$ cat src/rtl/rr_arbiter16_if.sv
// Request/grant bundle between the requester blocks and the 16-way round-robin arbiter.
// The requester side drives en/req; the arbiter drives the grant outputs.
interface rr_arbiter16_if;
    logic        en;
    logic [15:0] req;
    logic [15:0] gnt;
    logic [3:0]  gnt_idx;
    logic        gnt_valid;
    logic        preempt;

    modport master (
        output en,
        output req,
        input  gnt,
        input  gnt_idx,
        input  gnt_valid,
        input  preempt
    );

    modport slave (
        input  en,
        input  req,
        output gnt,
        output gnt_idx,
        output gnt_valid,
        output preempt
    );
endinterface

$ cat src/rtl/rr_arbiter16.sv
// Round-robin arbiter for 16 requesters: ownership lasts until release or a hold-time
// limit, with a one-cycle turnaround gap between owners and a one-hot grant decode.
module rr_arbiter16 #(
    parameter int unsigned MAX_HOLD = 8,
    parameter int unsigned CNT_W    = 8
) (
    input  logic          clk,
    input  logic          rst_n,
    rr_arbiter16_if.slave bus
);
    typedef enum logic [1:0] {
        IDLE  = 2'd0,
        GRANT = 2'd1,
        GAP   = 2'd2
    } state_t;

    localparam logic [CNT_W-1:0] HOLD_LAST = CNT_W'(MAX_HOLD - 1);

    state_t           state_q, state_d;
    logic [3:0]       ptr_q, ptr_d;
    logic [CNT_W-1:0] hold_q, hold_d;
    logic [3:0]       owner_q, owner_d;
    logic             preempt_q, preempt_d;

    logic [3:0]       sel;
    logic             sel_found;
    logic             start_grant;
    logic             owner_req;
    logic             others_req;
    logic             hold_expired;
    logic             grant_on;

    // Rotating priority search: first set request at ptr, ptr+1, ... with 4-bit wrap.
    always_comb begin
        sel       = ptr_q;
        sel_found = 1'b0;
        for (int i = 0; i < 16; i++) begin
            if (!sel_found && bus.req[ptr_q + 4'(i)]) begin
                sel       = ptr_q + 4'(i);
                sel_found = 1'b1;
            end
        end
    end

    assign start_grant  = bus.en && sel_found;
    assign owner_req    = bus.req[owner_q];
    assign others_req   = |(bus.req & ~(16'h0001 << owner_q));
    assign hold_expired = (hold_q == HOLD_LAST);

    // NOTE: sequential state uses non-blocking assignments so every register samples
    // pre-edge values; all registers are reset, so no grant can survive rst_n low.
    always_ff @(posedge clk or negedge rst_n) begin
        if (!rst_n) begin
            state_q <= IDLE;
        end else begin
            state_q <= state_d;
        end
    end

    always_ff @(posedge clk or negedge rst_n) begin
        if (!rst_n) begin
            ptr_q     <= 4'd0;
            hold_q    <= '0;
            owner_q   <= 4'd0;
            preempt_q <= 1'b0;
        end else begin
            ptr_q     <= ptr_d;
            hold_q    <= hold_d;
            owner_q   <= owner_d;
            preempt_q <= preempt_d;
        end
    end

    always_comb begin
        // NOTE: every target gets a default first so no path through the case infers a latch.
        state_d   = state_q;
        ptr_d     = ptr_q;
        hold_d    = hold_q;
        owner_d   = owner_q;
        preempt_d = 1'b0;
        unique case (state_q)
            IDLE, GAP: begin
                if (start_grant) begin
                    state_d = GRANT;
                    owner_d = sel;
                    hold_d  = '0;
                end else begin
                    state_d = IDLE;
                end
            end
            GRANT: begin
                // Release wins over a simultaneous timeout, so preempt stays low then.
                if (!owner_req) begin
                    state_d = GAP;
                    ptr_d   = owner_q + 4'd1;
                end else if (hold_expired && others_req) begin
                    state_d   = GAP;
                    ptr_d     = owner_q + 4'd1;
                    preempt_d = 1'b1;
                end else if (!hold_expired) begin
                    hold_d = hold_q + 1'b1;
                end
            end
            default: begin
                state_d = IDLE;
            end
        endcase
    end

    // Outputs depend only on registers, so req/en never reach the grant combinationally.
    always_comb begin
        grant_on      = (state_q == GRANT);
        bus.gnt_valid = grant_on;
        bus.gnt_idx   = owner_q;
        bus.preempt   = preempt_q;
        bus.gnt       = grant_on ? (16'h0001 << owner_q) : 16'h0000;
    end

    a_gnt_onehot0 : assert property (@(posedge clk) disable iff (!rst_n)
        $onehot0(bus.gnt));
    a_gnt_matches_valid : assert property (@(posedge clk) disable iff (!rst_n)
        ((bus.gnt != 16'h0000) == bus.gnt_valid));
endmodule

$ cat src/flat_wrapper.sv
// flat-port wrapper written by rule: the top's interface ports become plain ports
module rr_arbiter16_flat 
#(
    parameter int unsigned MAX_HOLD = 8,
    parameter int unsigned CNT_W    = 8
)
  (clk, rst_n, bus_en, bus_req, bus_gnt, bus_gnt_idx, bus_gnt_valid, bus_preempt);
  rr_arbiter16_if bus_i ();
  input  logic clk;
  input  logic rst_n;
  input wire logic [$bits(bus_i.en)-1:0] bus_en;
  input wire logic [$bits(bus_i.req)-1:0] bus_req;
  output wire logic [$bits(bus_i.gnt)-1:0] bus_gnt;
  output wire logic [$bits(bus_i.gnt_idx)-1:0] bus_gnt_idx;
  output wire logic [$bits(bus_i.gnt_valid)-1:0] bus_gnt_valid;
  output wire logic [$bits(bus_i.preempt)-1:0] bus_preempt;
  assign bus_i.en = bus_en;
  assign bus_i.req = bus_req;
  assign bus_gnt = bus_i.gnt;
  assign bus_gnt_idx = bus_i.gnt_idx;
  assign bus_gnt_valid = bus_i.gnt_valid;
  assign bus_preempt = bus_i.preempt;
  rr_arbiter16 #(.MAX_HOLD(MAX_HOLD), .CNT_W(CNT_W)) u_core (.clk(clk), .rst_n(rst_n), .bus(bus_i));
endmodule
$ cat config.mk
export PLATFORM = sky130hd
export DESIGN_NAME = rr_arbiter16_flat
export DESIGN_NICKNAME = d
export VERILOG_FILES = /design/src/rtl/rr_arbiter16_if.sv /design/src/rtl/rr_arbiter16.sv /design/src/flat_wrapper.sv
export SDC_FILE = /design/constraint.sdc
export NUM_CORES = 1
export LEC_CHECK = 0
export CORE_UTILIZATION = 35
export DETAILED_ROUTE_END_ITERATION = 6
export SETUP_SLACK_MARGIN = 0.15
export SLEW_MARGIN = 5
export SYNTH_ARGS = -nofsm -noshare
export SYNTH_HDL_FRONTEND = slang
export SYNTH_SLANG_ARGS = --single-unit
export TNS_END_PERCENT = 30
$ cat constraint.sdc
create_clock -name clk -period 5.3 [get_ports clk]
set_input_delay 1.06 -clock clk [delete_from_list [all_inputs] [get_ports clk]]
set_output_delay 1.06 -clock clk [all_outputs]
set_load 0.03 [all_outputs]
==> impl_metrics.py <==
metrics = {
    "timing": {
        "fin_crit_sh_pct": 83.5,
        "fin_crit_ns": 4.42,
        "tightestPinTransition_ns": 0.886,
        "hold_viol": 0,
        "finClkSkew_ns": 0.00247,
        "hold_ws_ns": 0.516,
        "maxSlewViolCount": 0,
        "setup_violations": 0,
        "rsz0062_at_grt": "no",
        "max_freq_ghz": 0.226,
        "setup_tns_ns": 0,
        "slew_headroom_pct": 40.7,
    },
    "drt": {
        "drc": 0,
        "drtPass1Iterations": 5,
        "via_per_inst": 6.31,
        "ant_nets": 0,
        "routedWlPerCell_um": 20.8,
        "num_vias": 3794,
        "drt_iter0_markers": 319,
        "routed_wl_mm": 12.5,
    },
    "logic_synthesis": {
        "synth_nets": 468,
        "syn-cell-area_mm2": 0.00377,
        "synth_edf_count": 0,
        "yosys.cell_types.count": 64,
        "synth_top_flop_cell": "dfrtp_1",
        "async_flop_share_pct": 100,
        "synth_cells": 435,
        "syn_area_per_cell_um2": 8.67,
        "yosysSeqAreaShare_pct": 12.6,
        "yosys_register_bits": 19,
        "synth_warnings": 0,
    },
    "final_layout": {
        "fillerInstances": 1074,
        "drive_above_1_share_pct": 16.3,
        "nets": 499,
        "layout.area.seq_um2": 477,
        "antennaDiodeCount": 0,
        "final_cell_mix": "nor2_1 (52), clkdlybuf4s50_1 (40), mux2i_1 (36), nand2_1 (35), mux4_2 (30)",
        "fin_area_mm2": 0.00433,
        "area_growth_pct": 14.7,
        "multi_input_area_mm2": 0.00310,
        "instances_no_fill": 601,
        "layout_commonest_cell": "nor2_1",
    },
    "placed_design": {
        "post-dp-hpwl_mm": 9.35,
        "port_buffers": 40,
        "gp_congestion": 0.927,
        "place_inst": 597,
        "postPlaceCellArea_mm2": 0.00428,
    },
    "critical_path": {
        "path_max_fanout": 10,
        "r2r-end": "u_core.bus.gnt_idx[3]",
        "ff2ff_setup_slack_ns": 0.90,
        "reg2reg_depth": 11,
        "crit_start": "bus_req[8]",
        "critPathLaunchType": "input port",
        "reg2reg_from": "u_core.ptr_q[2]",
        "critPathArrivalTime_ns": 4.57,
        "crit_type": "in2reg",
        "required_ns": 5.45,
        "end_kind": "register",
    },
    "clocking": {
        "hold_buffers": 0,
        "cts.sinks": 19,
        "cts_root_buf": "clkbuf_8",
        "cts_made_buffers": 3,
        "cts_tree": "done",
        "clock_latency_ns": 0.26,
        "clk_pin_slew_ns": 0.08,
        "clockBufferDepth": 2,
        "postCtsSetupBuffers": 0,
        "htreeDepth": 1,
        "cts_resized": 0,
    },
    "floorplan": {
        "rows": 37,
        "die-area_mm2": 0.0112,
        "core_area_mm2": 0.0104,
        "die_h_um": 106,
        "io_pins": 41,
        "die_w_um": 106,
        "initial_core_util_pct": 36.4,
    },
    "global_routing": {
        "grt_pass1_vias": 3679,
        "overflow": 0,
        "grt_max_degree": 36,
        "grt_usage_pct": 22.8,
        "grt_antenna_before_repair": 0,
        "grt_pass1_wl_mm": 20.0,
    },
    "run_status": {
        "status": "finished, final reports clean",
    },
    "worst_hold_path": {
        "hold_start": "u_core.hold_q[0]",
        "hold_depth": 1,
        "min_to": "u_core.hold_q[0]",
        "hold_class": "reg2reg",
    },
    "flow_run": {
        "cap_viol_max_count": 0,
    },
}
[sequential cells by signal (all words and copies together), names as in the netlist]
signal,cells
u_core.bus.preempt,1
u_core.hold_q,8
u_core.bus.gnt_idx,4
u_core.ptr_q,4
u_core.state_q,2
[kinds of logic after synthesis]
kind of cell | after synthesis | synth area share (%)
compound gates | 102 | 18.2
xor+xnor | 20 | 5.04
simple gates | 149 | 19.4
mux | 90 | 34.9
flops | 19 | 12.6
buf+inv | 41 | 5.17
fa+ha+maj | 14 | 4.64
[worst max-delay path by stage]
stage	to	slack, ns	cells past startpoint
2_1_floorplan	u_core.bus.gnt_idx[0]	1.50	14
3_3_place_gp	u_core.bus.gnt_idx[3]	0.73	10
3_5_place_dp	u_core.bus.gnt_idx[3]	0.70	10
4_1_cts	u_core.bus.gnt_idx[3]	0.97	10
5_1_grt	u_core.bus.gnt_idx[3]	0.67	11
6_report	u_core.bus.gnt_idx[3]	0.88	10
[worst max-delay path, stage by stage]
cell and delay, ns:
clkdlybuf4s50_1 0.59, mux4_2 0.52, mux2i_1 0.50, mux2_2 0.34
nand4_1 0.16, nor4_4 0.51, and4b_1 0.42, a2111oi_0 0.11
a31oi_1 0.25, o21ai_1 0.09
[cell type report]
| class | count | area share [%] |
|---|---|---|
| multi-input combinational | 375 | 71.7 |
| sequential | 19 | 11.0 |
| timing repair buffer | 47 | 10.5 |
| tap | 136 | 3.93 |
| inverter | 20 | 1.74 |
| clock buffer | 3 | 0.954 |
| clock inverter | 1 | 0.174 |
[synthesized netlist by cell type (all sizes together), types with 3 or more instances]
master	number	area share, %
a21boi	5	0.99
a21o	3	0.60
a21oi	17	2.8
a31oi	8	1.3
and2	5	0.83
and3	4	0.66
buf	7	1.8
clkbuf	14	1.4
dfrtp	19	13
ha	14	4.6
inv	20	2.0
mux2	22	6.8
mux2i	38	10
mux4	30	18
nand2	35	3.5
nand2b	4	0.73
nand3	15	2.3
nand4	6	0.99
nor2	52	5.2
nor2b	4	0.66
nor3	14	2.1
nor4	3	0.90
o211ai	5	0.99
o21ai	27	3.6
o221ai	4	0.93
o22a	3	0.70
o22ai	8	1.3
o31ai	3	0.60
xnor2	10	2.3
xor2	10	2.7
[routing by layer]
metal,GRT usage [%],wire length (um),vias up
li1,-,-,1719
met5,0,0,-
met3,3.53,1130,22
met4,7.04,275,0
met1,30.9,5320,1814
met2,37.2,5760,239
[through the flow]
step | worst slack [ns] | utilization (%)
final | 0.876 | 41.7
after CTS | 0.971 | 41.7
after detailed placement | 0.697 | 41.3
after floorplan | 1.50 | -
after global routing | 0.671 | 41.7
after global placement | 0.734 | 41.3
Power is left out: the tool's default activity adds up to more than one toggle a clock period on the data nets, which glitch-free logic cannot reach.
